### config.mk
export PLATFORM = sky130hd
export DESIGN_NAME = sirv_spi_slave_icb
export DESIGN_NICKNAME = d
export VERILOG_FILES = /design/src/rtl/sirv_spi_slave_pkg.sv /design/src/rtl/sirv_spi_slave_sync.sv /design/src/rtl/sirv_spi_slave_icb.sv
export SDC_FILE = /design/constraint.sdc
export NUM_CORES = 1
export LEC_CHECK = 0
export ABC_AREA = 1
export BUFFER_PORTS_ARGS = -buffer_cell sky130_fd_sc_hd__buf_2
export CAP_MARGIN = 20
export CELL_PAD_IN_SITES_DETAIL_PLACEMENT = 0
export CELL_PAD_IN_SITES_GLOBAL_PLACEMENT = 1
export CORE_ASPECT_RATIO = 1.25
export CORE_MARGIN = 2
export CORE_UTILIZATION = 42
export CTS_BUF_LIST = sky130_fd_sc_hd__clkbuf_4 sky130_fd_sc_hd__clkbuf_8 sky130_fd_sc_hd__clkbuf_16
export DETAILED_ROUTE_END_ITERATION = 10
export PLACE_DENSITY_LB_ADDON = 0.1
export SYNTH_ARGS = -nofsm -noshare
export SYNTH_HDL_FRONTEND = slang
export SYNTH_SLANG_ARGS = --single-unit
### constraint.sdc
create_clock -name clock -period 5.95 [get_ports clock]
set_input_delay 0.2975 -clock clock [delete_from_list [all_inputs] [get_ports clock]]
set_output_delay 0.2975 -clock clock [all_outputs]
set_load 0.02 [all_outputs]
### src/rtl/sirv_spi_slave_pkg.sv
// Shared opcodes, FSM state encoding and read fill pattern for the SPI-slave-to-ICB bridge.
package sirv_spi_slave_pkg;
  localparam logic [7:0]  OP_WRITE = 8'h02;
  localparam logic [7:0]  OP_READ  = 8'h03;
  localparam logic [31:0] RD_FILL  = 32'hFFFF_FFFF;

  typedef enum logic [2:0] {
    IDLE, CMD, ADDR, WDATA, WR_ISSUE, DUMMY, RDATA, IGNORE
  } state_t;
endpackage

### src/rtl/sirv_spi_slave_sync.sv
// Multi-flop synchronizer with a configurable preset value applied on asynchronous reset.
module sirv_spi_slave_sync #(
  parameter int unsigned STAGES    = 2,
  parameter logic        RESET_VAL = 1'b0
) (
  input  logic clk,
  input  logic rst,
  input  logic d,
  output logic q
);
  logic [STAGES-1:0] ff;

  always_ff @(posedge clk or posedge rst) begin
    if (rst) begin
      ff <= {STAGES{RESET_VAL}};
    end else begin
      ff[0] <= d;
      for (int unsigned i = 1; i < STAGES; i++) ff[i] <= ff[i-1];
    end
  end

  assign q = ff[STAGES-1];
endmodule

### src/rtl/sirv_spi_slave_icb.sv
// SPI mode-0 slave that turns write (0x02) / read (0x03) frames into single ICB transactions.
module sirv_spi_slave_icb
  import sirv_spi_slave_pkg::*;
#(
  parameter int unsigned SYNC_STAGES = 2
) (
  input  logic        clock,
  input  logic        reset,
  input  logic        io_port_sck,
  input  logic        io_port_cs_0,
  input  logic        io_port_dq_0_i,
  output logic        io_port_dq_1_o,
  output logic        io_port_dq_1_oe,
  output logic        o_icb_cmd_valid,
  input  logic        o_icb_cmd_ready,
  output logic [31:0] o_icb_cmd_addr,
  output logic        o_icb_cmd_read,
  output logic [31:0] o_icb_cmd_wdata,
  input  logic        o_icb_rsp_valid,
  output logic        o_icb_rsp_ready,
  input  logic [31:0] o_icb_rsp_rdata
);
  logic sck_s, cs_s, mosi_s, sck_d, cs_d;

  sirv_spi_slave_sync #(.STAGES(SYNC_STAGES), .RESET_VAL(1'b0)) u_sync_sck (
    .clk(clock), .rst(reset), .d(io_port_sck), .q(sck_s));
  sirv_spi_slave_sync #(.STAGES(SYNC_STAGES), .RESET_VAL(1'b1)) u_sync_cs (
    .clk(clock), .rst(reset), .d(io_port_cs_0), .q(cs_s));
  sirv_spi_slave_sync #(.STAGES(SYNC_STAGES), .RESET_VAL(1'b0)) u_sync_mosi (
    .clk(clock), .rst(reset), .d(io_port_dq_0_i), .q(mosi_s));

  logic sck_rise, sck_fall, cs_rise, cs_fall;
  assign sck_rise = sck_s & ~sck_d;
  assign sck_fall = ~sck_s & sck_d;
  assign cs_rise  = cs_s & ~cs_d;
  assign cs_fall  = ~cs_s & cs_d;

  state_t      state;
  logic [5:0]  cnt;
  logic [31:0] sr, sr_next, rd_shift;
  logic        is_read, rsp_got, outstanding, late;

  assign sr_next         = {sr[30:0], mosi_s};
  assign o_icb_rsp_ready = 1'b1;

  always_ff @(posedge clock or posedge reset) begin
    if (reset) begin
      sck_d <= 1'b0;  cs_d <= 1'b1;
      state <= IDLE;  cnt <= '0;  sr <= '0;  rd_shift <= '0;
      is_read <= 1'b0;  rsp_got <= 1'b0;  outstanding <= 1'b0;  late <= 1'b0;
      o_icb_cmd_valid <= 1'b0;  o_icb_cmd_read <= 1'b0;
      o_icb_cmd_addr <= '0;  o_icb_cmd_wdata <= '0;
      io_port_dq_1_o <= 1'b0;  io_port_dq_1_oe <= 1'b0;
    end else begin
      sck_d <= sck_s;
      cs_d  <= cs_s;
      // The handshake and response complete independently of the FSM, so an abort never strands them.
      if (o_icb_cmd_valid && o_icb_cmd_ready) o_icb_cmd_valid <= 1'b0;
      if (o_icb_rsp_valid) outstanding <= 1'b0;
      if (o_icb_rsp_valid && outstanding && state == DUMMY && !rsp_got) begin
        rd_shift <= o_icb_rsp_rdata;
        rsp_got  <= 1'b1;
      end

      if (cs_rise) begin
        state <= IDLE;
        io_port_dq_1_o  <= 1'b0;
        io_port_dq_1_oe <= 1'b0;
      end else begin
        case (state)
          IDLE: if (cs_fall) begin
            cnt <= '0;  sr <= '0;  late <= 1'b0;  rsp_got <= 1'b0;
            state <= outstanding ? IGNORE : CMD;
          end
          CMD: if (sck_rise) begin
            sr <= sr_next;
            if (cnt == 6'd7) begin
              cnt <= '0;
              case (sr_next[7:0])
                OP_WRITE: begin is_read <= 1'b0; state <= ADDR; end
                OP_READ:  begin is_read <= 1'b1; state <= ADDR; end
                default:  state <= IGNORE;
              endcase
            end else cnt <= cnt + 6'd1;
          end
          ADDR: if (sck_rise) begin
            sr <= sr_next;
            if (cnt == 6'd31) begin
              cnt <= '0;
              o_icb_cmd_addr <= sr_next;
              if (is_read) begin
                o_icb_cmd_valid <= 1'b1;  o_icb_cmd_read <= 1'b1;  outstanding <= 1'b1;
                state <= DUMMY;
              end else state <= WDATA;
            end else cnt <= cnt + 6'd1;
          end
          WDATA: if (sck_rise) begin
            sr <= sr_next;
            if (cnt == 6'd31) begin
              cnt <= '0;
              o_icb_cmd_wdata <= sr_next;
              o_icb_cmd_valid <= 1'b1;  o_icb_cmd_read <= 1'b0;  outstanding <= 1'b1;
              state <= WR_ISSUE;
            end else cnt <= cnt + 6'd1;
          end
          WR_ISSUE: if (o_icb_cmd_valid && o_icb_cmd_ready) state <= IGNORE;
          DUMMY: begin
            if (sck_rise && cnt != 6'd8) cnt <= cnt + 6'd1;
            else if (sck_fall && cnt == 6'd8) begin
              // Bit 31 goes out on this fall; cnt then tracks bits already driven.
              cnt <= 6'd1;
              io_port_dq_1_oe <= 1'b1;
              state <= RDATA;
              if (rsp_got) begin
                io_port_dq_1_o <= rd_shift[31];
                rd_shift <= {rd_shift[30:0], 1'b0};
              end else begin
                io_port_dq_1_o <= RD_FILL[31];
                rd_shift <= {RD_FILL[30:0], 1'b0};
                late <= 1'b1;
              end
            end
          end
          RDATA: if (sck_fall) begin
            if (cnt == 6'd32) begin
              io_port_dq_1_o  <= 1'b0;
              io_port_dq_1_oe <= 1'b0;
              state <= IGNORE;
            end else begin
              io_port_dq_1_o <= rd_shift[31];
              rd_shift <= {rd_shift[30:0], 1'b0};
              cnt <= cnt + 6'd1;
            end
          end
          IGNORE: ;
          default: state <= IDLE;
        endcase
      end
    end
  end
endmodule

### Yosys cells after proc, flatten, opt, wreduce, memory -nomap -nowiden

Index checks and enable logic that the tools add are counted.

* register bits after elaboration: 151
* bits in latches: 0
* RAM bits: 0
* ROM bits: 0
* bits of input ports: 39
* output and inout bits: 69
* logic and storage cells: 169
* memories kept: 0

* add/subtract/negate cells: 1
* $mul: 0
* div/mod/pow operators: 0
* $lt $le $gt $ge: 0
* equality and inequality tests: 37
* shift-type cells: 0
* muxes and demuxes: 78
* bitwise gates (word level): 9
* reduce and logical (&&, ||, !) cells: 26

Operator list (number)
* $mux W32: 7
* $pmux W32 S2: 1
* $mux W31: 2
* $pmux W31 S2: 1
* $mux W6: 9
* $mux W3: 16
* $mux W1: 34
* $ne A3 B3 Y1 const B: 11
* $pmux W6 S5: 1
* $pmux W3 S7: 1
* $ne A2 B2 Y1 const B: 9
* $eq A8 B2 Y1 const B: 2
* $reduce_and A4 Y1: 4
* $reduce_and A13 Y1: 1
* $pmux W1 S2: 6
* $reduce_and A5 Y1: 2
* $eq A3 B3 Y1 const B: 3
* $reduce_and A8 Y1: 1
* $reduce_bool A8 Y1: 1
* $reduce_and A7 Y1: 1
* $add A6 B1 Y6 const B: 1
* $eq A3 B2 Y1 const B: 2
* $eq A6 B3 Y1 const B: 1
* $eq A6 B4 Y1 const B: 1
* 17 further kinds: 33

### Longest topological paths before layout

* depth after elaboration: 8
* mapped depth: 11
* depth with buffers taken out: 11

### Cells and area by module

From an unflattened synthesis, not the netlist that was laid out.

* cell total of the unflattened synthesis: 836
* area, all modules: 7211.9 um2

By module, submodules not included
* sirv_spi_slave_icb: instances 1, cells each 827, area each 7048.0 um2, sequential area each 3629.7 um2
* sirv_spi_slave_sync at u_sync_mosi ...: instances 2, cells each 3, area each 53.8 um2, sequential area each 50.0 um2
* sirv_spi_slave_sync at u_sync_cs: instances 1, cells each 3, area each 56.3 um2, sequential area each 52.6 um2

### Least setup slack after synthesis

No wires, ideal clock.

* path type: reg-to-reg
* from: register cs_d
* to: register o_icb_cmd_wdata[10]
* setup time: 0.122 ns
* data arrival time: 1.527 ns
* data required time: 5.828 ns
* slack: 4.301 ns
* cell stages (with the launch flop): 10
* path buffers: 1
* clock period less this slack: 1.649 ns
* cells stage by stage: dfstp_2 > inv_1 > ha_1 > inv_2 > nand2_1 > inv_2 > nand3_4 > buf_2 > nand2_1 > o21ai_1

* longest elaborated chain between the ends: 4

Ends and longest elaborated chain
* start: declaration: RTL line sirv_spi_slave_icb.sv:23 `logic sck_s, cs_s, mosi_s, sck_d, cs_d;`
* start signal: assignment: RTL line sirv_spi_slave_icb.sv:56 `cs_d <= cs_s;`
* $not A1 Y1: RTL line sirv_spi_slave_icb.sv:35 `assign cs_rise = cs_s & ~cs_d;`
* $and A1 B1 Y1: RTL line sirv_spi_slave_icb.sv:35
* $not A1 Y1 (no line)
* $reduce_and A4 Y1 (no line)
* end signal: assignment: RTL line sirv_spi_slave_icb.sv:101 `o_icb_cmd_wdata <= sr_next;`
* end: declaration: RTL line sirv_spi_slave_icb.sv:18 `output logic [31:0] o_icb_cmd_wdata,`

Every way passes these cells.
A chain may end at the register's enable or synchronous reset.

### Worst setup path after layout

* from: register cs_d
* to: register sr[15]

* longest elaborated chain between the ends: 4
* elaborated cells between the ends (all ways): 6
* those cells by class: eq/ne: 1; bitwise: 4; reduce/logical: 1

Ends and longest elaborated chain
* parallel branches: the longest is 3 deep, another holds $ne A2 B2 Y1
* $reduce_and A4 Y1 (no line) *
* end signal: assignment: RTL line sirv_spi_slave_icb.sv:76 `sr <= sr_next;`
* end signal: assignment: RTL line sirv_spi_slave_icb.sv:87 `sr <= sr_next;`
* end signal: assignment: RTL line sirv_spi_slave_icb.sv:98 `sr <= sr_next;`
* end: declaration: RTL line sirv_spi_slave_icb.sv:40 `logic [31:0] sr, sr_next, rd_shift;`

Every way passes the cells marked *.

==> flow_metrics.py <==
metrics = {
    "sta": {
        "fin_crit_ns": 3.50,
        "min_period_over_period": 0.588,
        "rsz0062_at_grt": "false",
        "finalMaxSlewViolations": 0,
        "fin_hold_ws_ns": 0.0579,
        "slew_headroom": 0.295,
        "tightest_slew_ns": 1.05,
        "tns_ns": 0,
        "hold_viol_final": 0,
        "skew_ns": 0.00870,
        "max_freq_ghz": 0.286,
        "setup_viol": 0,
    },
    "clocking": {
        "cts_root_buffer": "clkbuf_16",
        "worstSkewPairLatency_ns": 0.42,
        "tritoncts_num_sinks": 151,
        "clk_pin_slew_worst_paths_ns": 0.07,
        "postCtsSetupRepairBufs": 0,
        "cts_buffers": 17,
        "htreeDepth": 4,
        "cts_tree": "built",
        "clockBufferDepth": 2,
    },
    "setup_path": {
        "reg2reg_depth": 7,
        "critical_path_arrival_ns": 3.81,
        "crit_path_start_kind": "register",
        "cp_max_fo": 45,
        "critPathKind": "reg2reg",
        "path_common_cell": "nand2_1",
        "critPathMaxStageDelay_ns": 0.80,
        "slowest_stage": "nand2_1",
        "worstPathCellList": "inv_1 -> ha_1 -> inv_2 -> nand2_1 -> nor2_2 -> nand2_1 -> o22ai_1",
        "cp-end-kind": "register",
        "crit_required_ns": 6.26,
    },
    "logic_synthesis": {
        "yosys.cell_types.count": 36,
        "synthArstFlopShare": 1.00,
        "synth_edf_count": 0,
        "yosysSeqAreaShare": 0.537,
        "netlist_area_sq_um": 7050,
        "ys.warnings.count": 0,
        "syn_area_per_cell_sq_um": 8.39,
        "synth-main-ff-cell": "dfrtp_1",
        "synth_nets": 883,
        "post-synth-top-area-cell": "dfrtp_1",
        "synth_top_area_share": 0.525,
        "ys_top_cells_by_area": "dfrtp_1 (53%), nand2_1 (13%), inv_1 (4.9%), o21ai_1 (4.8%), nand3_1 (4.3%)",
        "ys_seq_elements": 151,
        "postSynthCellCount": 840,
    },
    "layout": {
        "layout_commonest_cell": "nand2_1",
        "n_antenna_cell": 0,
        "layoutNonFillerInstCount": 1160,
        "multi_input_area_sq_um": 2570,
        "drive_gt1_frac": 0.192,
        "syn_to_final_growth_pct": 16.2,
        "regArea_sq_um": 3780,
        "nFillCells": 1634,
        "final_net_count": 974,
        "final_cell_mix": "nand2_1 (242), dfrtp_1 (148), buf_2 (106)",
    },
    "status": {
        "status": "finished, final reports clean",
    },
    "route": {
        "post_drt_wl_per_cell_um": 13.5,
        "drc": 0,
        "routed_wl_mm": 15.7,
        "via_per_inst": 4.99,
        "drt_iter0_drc": 358,
        "dr_total_vias": 5793,
        "ant_nets": 0,
        "drt-pass1-iter-count": 5,
    },
    "pwr": {
        "cellLeakagePower_nw": 4.31,
        "fin_total_pwr_mw": 3.09,
        "vdd_drop_max_mv": 0.172,
        "p_per_area_nw_per_um2": 377,
    },
    "placed_design": {
        "dp_cells": 1124,
        "gp_congestion": 0.952,
        "dp_hpwl_mm": 10.3,
        "numPortBuffers": 106,
    },
    "floorplanning": {
        "initial_core_util": 0.432,
        "fp.dieW_um": 120,
        "fp.dieH_um": 149,
        "die_area_sq_um": 17800,
        "core_area_sq_um": 16300,
        "std_cell_rows": 52,
        "boundaryPins": 108,
    },
    "hold_path": {
        "hp-class": "in2async",
    },
    "global_routing": {
        "grt_pass1_wl_mm": 26.9,
        "grt_max_degree": 94,
        "grt_pass1_vias": 5627,
        "track_usage": 0.186,
        "antenna_found_initial": 0,
        "overflow": 0,
    },
    "job": {
        "maxCapViolations": 0,
    },
}
area by class of cell:
cell class	instances	share of cell area
well taps	216	0.0330
inverters	103	0.0489
repair buffers	113	0.0746
multi-input cells	545	0.314
clock buffers	19	0.0545
flip-flops and latches	151	0.462
clock inverters	13	0.0134
report_power, final:
part | leakage [nW] | switching (mW) | internal (mW) | total [mW]
clock network | 0.264 | 0.454 | 0.560 | 1.01
registers | 1.96 | 0.0915 | 1.18 | 1.28
logic | 2.09 | 0.522 | 0.276 | 0.798
total | 4.31 | 1.07 | 2.02 | 3.09
kinds of logic (layout without fill, tap and decap cells):
family,count (synthesis),in the layout,share of synthesized area
and+or+nand+nor,384,384,0.236
AOI/OAI and AO/OA,155,155,0.119
DFF,151,151,0.537
buffers and inverters,144,248,0.0990
adders and majority gates,4,4,0.00710
other,1,1,0.000532
xor gates and xnor gates,1,1,0.00124
path summary, 6_finish.rpt:
kind,startpoint,end,slack (ns)
worst max-delay path,cs_d,sr[15],2.45
worst min-delay path,reset,rd_shift[11],0.06
worst max register to register,cs_d,sr[15],2.45
worst min register to register,u_sync_sck.ff[0],u_sync_sck.ff[1],0.35
max in group asynchronous,reset,sr[6],4.64
min in group clock,o_icb_rsp_rdata[0],rd_shift[0],0.16
synth_stat cells, types with 2 or more instances:
cell type and count:
nand3_4 4, nand2_2 4, nor2_1 53, ha_1 4, o21ai_0 14, buf_6 14, buf_2 23, dfstp_2 3
o21ai_1 68, dfrtp_1 148, inv_1 92, buf_4 4, nand3_2 2, nand3_1 61, o22ai_1 31, nand2_1 242
a21oi_1 35, nor2_2 8, nand4_1 3, nor2_4 4, inv_2 8
per-layer routing:
metal,vias up,global-route usage,wire [um]
li1,2870,-,-
met1,2772,0.239,7230
met2,133,0.316,7630
met3,18,0.0394,619
met4,0,0.0571,191
met5,-,0,0
through the flow:
step,utilization,instance area (sq um),setup slack [ns]
2_1_floorplan,-,7050,1.59
3_3_place_gp,0.463,7570,2.00
3_5_place_dp,0.464,7580,2.45
6_report,0.501,8190,2.45
5_1_grt,0.501,8190,2.09
4_1_cts,0.500,8170,2.42
sequential cells by signal, indices dropped and copies added (netlist names):
name and count:
sr 31, sck_d 1, u_sync_cs.ff 2, is_read 1, rd_shift 32, state 3
cnt 6, o_icb_cmd_valid 1, rsp_got 1, u_sync_sck.ff 2, u_sync_mosi.ff 2, io_port_dq_1_o 1
o_icb_cmd_addr 32, cs_d 1, io_port_dq_1_oe 1, outstanding 1, o_icb_cmd_wdata 32, o_icb_cmd_read 1
critical path, delay by kind of cell, from the launching register on:
family                     cells  cell delay, ns
DFF                            1            0.53
adders and majority gates      1            0.26
buffers and inverters          2            0.67
and+or+nand+nor                3            1.54
AOI/OAI and AO/OA              1            0.37
what timing repair did:
item                      in CTS  in global routing
hold buffers                   3                  0
hold endpoints to repair       3                  0
resized for setup              0                  0
No activity file was read; power rests on OpenSTA's default activity.
